===== src/rtl/multicycle_controller.sv =====
// Multicycle RISC-V control unit: Moore FSM sequencing fetch/decode/execute/memory/writeback
// over a shared ALU and unified memory, plus immediate-format and ALU-control decode.
module multicycle_controller (
  input  logic       clk,
  input  logic       reset,
  input  logic [6:0] op,
  input  logic [2:0] funct3,
  input  logic       funct7b5,
  input  logic       zero,
  output logic [1:0] immsrc,
  output logic [1:0] alusrca,
  output logic [1:0] alusrcb,
  output logic [1:0] resultsrc,
  output logic [2:0] alucontrol,
  output logic       adrsrc,
  output logic       irwrite,
  output logic       pcwrite,
  output logic       regwrite,
  output logic       memwrite,
  output logic [3:0] state
);

  localparam int unsigned OP_W = 7;

  localparam logic [OP_W-1:0] OP_LW  = 7'b0000011;
  localparam logic [OP_W-1:0] OP_SW  = 7'b0100011;
  localparam logic [OP_W-1:0] OP_R   = 7'b0110011;
  localparam logic [OP_W-1:0] OP_I   = 7'b0010011;
  localparam logic [OP_W-1:0] OP_BR  = 7'b1100011;
  localparam logic [OP_W-1:0] OP_JAL = 7'b1101111;

  typedef enum logic [3:0] {
    S_FETCH    = 4'd0,
    S_DECODE   = 4'd1,
    S_MEMADR   = 4'd2,
    S_MEMREAD  = 4'd3,
    S_MEMWB    = 4'd4,
    S_MEMWRITE = 4'd5,
    S_EXECR    = 4'd6,
    S_ALUWB    = 4'd7,
    S_EXECI    = 4'd8,
    S_JAL      = 4'd9,
    S_BEQ      = 4'd10
  } state_e;

  typedef enum logic [1:0] {
    ALUOP_ADD   = 2'b00,
    ALUOP_SUB   = 2'b01,
    ALUOP_FUNCT = 2'b10
  } aluop_e;

  state_e state_q, state_d;
  aluop_e aluop;
  logic   ir_en, pc_update, branch, reg_en, mem_en;

  always_ff @(posedge clk or posedge reset) begin
    if (reset) state_q <= S_FETCH;
    else       state_q <= state_d;
  end

  // Next-state and Moore outputs; undefined encodings fall through to all-zero/FETCH.
  always_comb begin
    state_d   = S_FETCH;
    alusrca   = 2'b00;
    alusrcb   = 2'b00;
    resultsrc = 2'b00;
    adrsrc    = 1'b0;
    aluop     = ALUOP_ADD;
    ir_en     = 1'b0;
    pc_update = 1'b0;
    branch    = 1'b0;
    reg_en    = 1'b0;
    mem_en    = 1'b0;
    case (state_q)
      S_FETCH: begin
        ir_en     = 1'b1;
        alusrcb   = 2'b10;
        resultsrc = 2'b10;
        pc_update = 1'b1;
        state_d   = S_DECODE;
      end
      S_DECODE: begin
        alusrca = 2'b01;
        alusrcb = 2'b01;
        case (op)
          OP_LW, OP_SW: state_d = S_MEMADR;
          OP_R:         state_d = S_EXECR;
          OP_I:         state_d = S_EXECI;
          OP_JAL:       state_d = S_JAL;
          OP_BR:        state_d = S_BEQ;
          default:      state_d = S_FETCH;
        endcase
      end
      S_MEMADR: begin
        alusrca = 2'b10;
        alusrcb = 2'b01;
        state_d = (op == OP_LW) ? S_MEMREAD : S_MEMWRITE;
      end
      S_MEMREAD: begin
        adrsrc  = 1'b1;
        state_d = S_MEMWB;
      end
      S_MEMWB: begin
        resultsrc = 2'b01;
        reg_en    = 1'b1;
      end
      S_MEMWRITE: begin
        adrsrc = 1'b1;
        mem_en = 1'b1;
      end
      S_EXECR: begin
        alusrca = 2'b10;
        aluop   = ALUOP_FUNCT;
        state_d = S_ALUWB;
      end
      S_ALUWB: begin
        reg_en = 1'b1;
      end
      S_EXECI: begin
        alusrca = 2'b10;
        alusrcb = 2'b01;
        aluop   = ALUOP_FUNCT;
        state_d = S_ALUWB;
      end
      S_JAL: begin
        alusrca   = 2'b01;
        alusrcb   = 2'b10;
        pc_update = 1'b1;
        state_d   = S_ALUWB;
      end
      S_BEQ: begin
        alusrca = 2'b10;
        aluop   = ALUOP_SUB;
        branch  = 1'b1;
      end
      default: state_d = S_FETCH;
    endcase
  end

  // Extender format straight from the opcode.
  always_comb begin
    case (op)
      OP_SW:   immsrc = 2'b01;
      OP_BR:   immsrc = 2'b10;
      OP_JAL:  immsrc = 2'b11;
      default: immsrc = 2'b00;
    endcase
  end

  // ALU control; sub only for R-type (op[5]) with funct7b5 set.
  always_comb begin
    alucontrol = 3'b000;
    case (aluop)
      ALUOP_SUB: alucontrol = 3'b001;
      ALUOP_FUNCT: begin
        case (funct3)
          3'b000:  alucontrol = (op[5] & funct7b5) ? 3'b001 : 3'b000;
          3'b010:  alucontrol = 3'b101;
          3'b110:  alucontrol = 3'b011;
          3'b111:  alucontrol = 3'b010;
          default: alucontrol = 3'b000;
        endcase
      end
      default: alucontrol = 3'b000;
    endcase
  end

  // Architectural write enables are held off while reset is asserted.
  assign irwrite  = ir_en & ~reset;
  assign pcwrite  = (pc_update | (branch & (zero ^ funct3[0]))) & ~reset;
  assign regwrite = reg_en & ~reset;
  assign memwrite = mem_en & ~reset;
  assign state    = state_q;

endmodule


===== config.mk =====
export PLATFORM = sky130hd
export DESIGN_NAME = multicycle_controller
export DESIGN_NICKNAME = d
export VERILOG_FILES = /design/src/rtl/multicycle_controller.sv
export SDC_FILE = /design/constraint.sdc
export NUM_CORES = 1
export LEC_CHECK = 0
export BUFFER_PORTS_ARGS = -buffer_cell sky130_fd_sc_hd__buf_2
export CORE_UTILIZATION = 42
export CTS_CLUSTER_SIZE = 14
export DETAILED_ROUTE_END_ITERATION = 12
export PLACE_DENSITY = 0.77
export SYNTH_ARGS = -nofsm -noshare
export SYNTH_HDL_FRONTEND = slang
export SYNTH_SLANG_ARGS = --single-unit

===== constraint.sdc =====
create_clock -name clk -period 1.85 [get_ports clk]
set_input_delay 0.37 -clock clk [delete_from_list [all_inputs] [get_ports clk]]
set_output_delay 0.37 -clock clk [all_outputs]
set_load 0.05 [all_outputs]

==> reports/summary.json <==
{
  "final_antenna_net_count": {"value": 0},
  "max_slew_headroom_at_the_worst_pin": {"value": 76.6, "unit": "%"},
  "commonest_cells_after_routing_fill_and_taps_aside": {"value": "sky130_fd_sc_hd__buf_2 (22), sky130_fd_sc_hd__buf_4 (15), sky130_fd_sc_hd__buf_6 (9)"},
  "antenna_found_initial": {"value": 0},
  "setup.worst_path.end_class": {"value": "output port"},
  "layout_skew": {"value": 0.00426, "unit": "ns"},
  "final_cells": {"value": 143},
  "clock_network_latency_to_the_later_pin_of_the_worst_skew_pair": {"value": 0.24, "unit": "ns"},
  "floorplan.die_area": {"value": 1580, "unit": "µm²"},
  "fin_hold_ws": {"value": 0.105, "unit": "ns"},
  "period_share": {"value": 111, "unit": "%"},
  "initial_core_util": {"value": 45.5, "unit": "%"},
  "violations": {"value": "negative setup slack"},
  "placed_cells_incl_taps": {"value": 134},
  "clock_path_buffers": {"value": 2},
  "critPathLaunchType": {"value": "flop"},
  "yosys_synthesis_warning_count": {"value": 0},
  "max-vdd-ir-drop": {"value": 0.831, "unit": "mV"},
  "cts.clk_slew.worst_paths": {"value": 0.04, "unit": "ns"},
  "drcViolationCount": {"value": 0},
  "cts-hold-fix-buffers": {"value": 0},
  "p_per_area": {"value": 946, "unit": "nW/µm²"},
  "maxCapViolCount": {"value": 0},
  "met1_track_usage_gr": {"value": 30.6, "unit": "%"},
  "core_area": {"value": 1320, "unit": "µm²"},
  "drt-wirelength-per-cell": {"value": 13.3, "unit": "µm"},
  "final-max-slew-violation-count": {"value": 0},
  "dr.pass1.iters": {"value": 4},
  "run_status": {"value": "complete, but fails checks"},
  "clock.fmax": {"value": 0.488, "unit": "GHz"},
  "grt_busiest_layer": {"value": "met2"},
  "grt_util_met3": {"value": 0, "unit": "%"},
  "yosys_register_bits": {"value": 4},
  "mappedNetlistNets": {"value": 96},
  "flow.area_growth_from_synthesis": {"value": 90.2, "unit": "%"},
  "globalRouteMet2Util": {"value": 50.8, "unit": "%"},
  "total_power": {"value": 1.08, "unit": "mW"},
  "synth_seq_area_share": {"value": 16.7, "unit": "%"},
  "final_common_cell": {"value": "sky130_fd_sc_hd__buf_2"},
  "required_time_at_the_endpoint_of_the_critical_path": {"value": 1.48, "unit": "ns"},
  "global_route_wire_length_before_repair": {"value": 2800, "unit": "µm"},
  "nets": {"value": 146},
  "htree_num_levels": {"value": 1},
  "antennaDiodeCount": {"value": 0},
  "chip_width": {"value": 39.8, "unit": "µm"},
  "critical_path_arrival": {"value": 1.68, "unit": "ns"},
  "post-dp-hpwl": {"value": 1390, "unit": "µm"},
  "finalInstanceArea": {"value": 1140, "unit": "µm²"},
  "finalSetupViolations": {"value": 7},
  "tritoncts_num_sinks": {"value": 4},
  "grt_usage": {"value": 27.3, "unit": "%"},
  "post-route-util": {"value": 86.5, "unit": "%"},
  "totalNegativeSetupSlack": {"value": -0.911, "unit": "ns"},
  "cts_inserted_buffers": {"value": 3},
  "clock_tree_from_tritoncts": {"value": "done"},
  "vias": {"value": 736},
  "clock_period_minus_worst_slack": {"value": 2.05, "unit": "ns"},
  "critical_path_class": {"value": "reg -> out"},
  "largest_register_ffs": {"value": 4},
  "class_of_the_tightest_hold_or_removal_check": {"value": "in -> async"},
  "rows": {"value": 13},
  "static-leakage-power": {"value": 0.523, "unit": "nW"},
  "numPortBuffers": {"value": 33},
  "route.detailed.vias_per_inst": {"value": 5.15},
  "count_of_pins_on_the_block_boundary": {"value": 34},
  "synth.cell_area": {"value": 599, "unit": "µm²"},
  "grt_pass1_vias": {"value": 687},
  "die_y": {"value": 39.8, "unit": "µm"},
  "preCtsSetupSlack": {"value": -0.0306, "unit": "ns"},
  "worst_slew_pin_slew": {"value": 0.350, "unit": "ns"},
  "rsz_0062_raised_after_global_routing": {"value": "yes"},
  "gp_congestion": {"value": 0.796},
  "timing.critical_path.fanout_max": {"value": 4},
  "synth_cells": {"value": 80},
  "final-hold-violation-count": {"value": 0},
  "routed_wirelength": {"value": 1900, "unit": "µm"},
  "dr.first_iter.drc_count": {"value": 10},
  "yosys_cell_types": {"value": 35},
  "root_buffer_cell": {"value": "sky130_fd_sc_hd__clkbuf_4"},
  "grt_max_degree": {"value": 17},
  "globalRoute.totalOverflow": {"value": 0},
  "post_route_cells_drive_above_1_share": {"value": 68.8, "unit": "%"},
  "synth.avg_cell_area": {"value": 7.49, "unit": "µm²"},
  "worst_slack": {"value": -0.201, "unit": "ns"},
  "dpl_cell_area": {"value": 960, "unit": "µm²"}
}
cell type report:
class,instances,area (µm²)
Timing Repair Buffer,49,362
Tap cell,15,18.8
Multi-Input combinational cell,66,609
Fill cell,70,178
Sequential cell,4,105
Inverter,6,22.5
Clock buffer,3,22.5
power breakdown:
part / switching [mW] / internal (mW)
Combinational: 0.551 / 0.298
Clock: 0.0355 / 0.0725
Sequential: 0.0158 / 0.105
Total: 0.602 / 0.476
final timing paths:
| path | cells after the start | endpoint | from | slack [ns] |
|---|---|---|---|---|
| worst min-delay path | 2 | state[2] | reset | 0.10 |
| max in group asynchronous | 2 | state[3] | reset | 1.54 |
| worst min register to register | 2 | state[3] | state[3] | 0.65 |
| worst max-delay path | 7 | alucontrol[0] | state[3] | -0.20 |
| worst max register to register | 5 | state[2] | state[2] | 0.37 |
| min in group clk | 3 | state[2] | op[4] | 0.48 |
layer usage:
metal,vias up,wire (µm)
li1,378,-
met1,337,763
met2,21,1110
met3,0,29
met4,0,0
met5,-,0
synthesized netlist by cell type:
cell type	count	share of area (%)
sky130_fd_sc_hd__nand2_1	7	4.4
sky130_fd_sc_hd__nor2_1	7	4.4
sky130_fd_sc_hd__nand2b_1	6	6.3
sky130_fd_sc_hd__nor3_1	6	5.0
sky130_fd_sc_hd__inv_1	5	3.1
sky130_fd_sc_hd__a21oi_1	4	3.3
sky130_fd_sc_hd__dfrtp_1	4	17
sky130_fd_sc_hd__nor2b_1	4	4.2
sky130_fd_sc_hd__a31oi_1	3	3.1
sky130_fd_sc_hd__buf_2	3	2.5
sky130_fd_sc_hd__xor2_1	3	4.4
sky130_fd_sc_hd__ha_1	2	4.2
sky130_fd_sc_hd__nor3_2	2	3.3
sky130_fd_sc_hd__o21ai_0	2	1.7
sky130_fd_sc_hd__or2_1	2	2.1
sky130_fd_sc_hd__a21bo_1	1	1.7
sky130_fd_sc_hd__and3_1	1	1.0
sky130_fd_sc_hd__buf_6	1	1.9
sky130_fd_sc_hd__inv_2	1	0.63
sky130_fd_sc_hd__nand3_1	1	0.83
sky130_fd_sc_hd__nand3_2	1	1.7
sky130_fd_sc_hd__nand3b_1	1	1.3
sky130_fd_sc_hd__nand4_1	1	1.0
sky130_fd_sc_hd__nand4bb_4	1	4.6
sky130_fd_sc_hd__nor2_2	1	1.0
sky130_fd_sc_hd__nor2_4	1	1.9
sky130_fd_sc_hd__nor3b_1	1	1.3
sky130_fd_sc_hd__nor4_1	1	1.0
sky130_fd_sc_hd__nor4_2	1	2.1
sky130_fd_sc_hd__nor4b_1	1	1.5
sky130_fd_sc_hd__o21bai_1	1	1.3
sky130_fd_sc_hd__o22a_1	1	1.5
sky130_fd_sc_hd__o22ai_1	1	1.0
sky130_fd_sc_hd__o311ai_2	1	2.7
sky130_fd_sc_hd__xnor2_1	1	1.5
kinds of logic (layout without fill, tap and decap cells):
family / Yosys count / count (layout) / synth area share, %
buffers and inverters: 10 / 58 / 8.14
XOR/XNOR: 4 / 4 / 5.85
AO/OA/AOI/OAI: 14 / 14 / 16.3
AND/OR/NAND/NOR: 46 / 46 / 48.9
adder cells (fa/ha/maj): 2 / 2 / 4.17
flip-flops: 4 / 4 / 16.7
critical path, cell delays in order (launching register included):
cell and delay (ns):
sky130_fd_sc_hd__dfrtp_2 0.43, sky130_fd_sc_hd__nand3b_1 0.22, sky130_fd_sc_hd__a21oi_4 0.19, sky130_fd_sc_hd__inv_1 0.08, sky130_fd_sc_hd__ha_2 0.17, sky130_fd_sc_hd__a31oi_2 0.15
sky130_fd_sc_hd__nor2_2 0.06, sky130_fd_sc_hd__buf_6 0.15
what timing repair did:
action,4_1_cts,5_1_grt
gates resized for setup,27,7
buffers inserted,3,3
endpoints found under the setup margin,10,11
pin swaps,4,3
(Power assumes the default switching activity.)
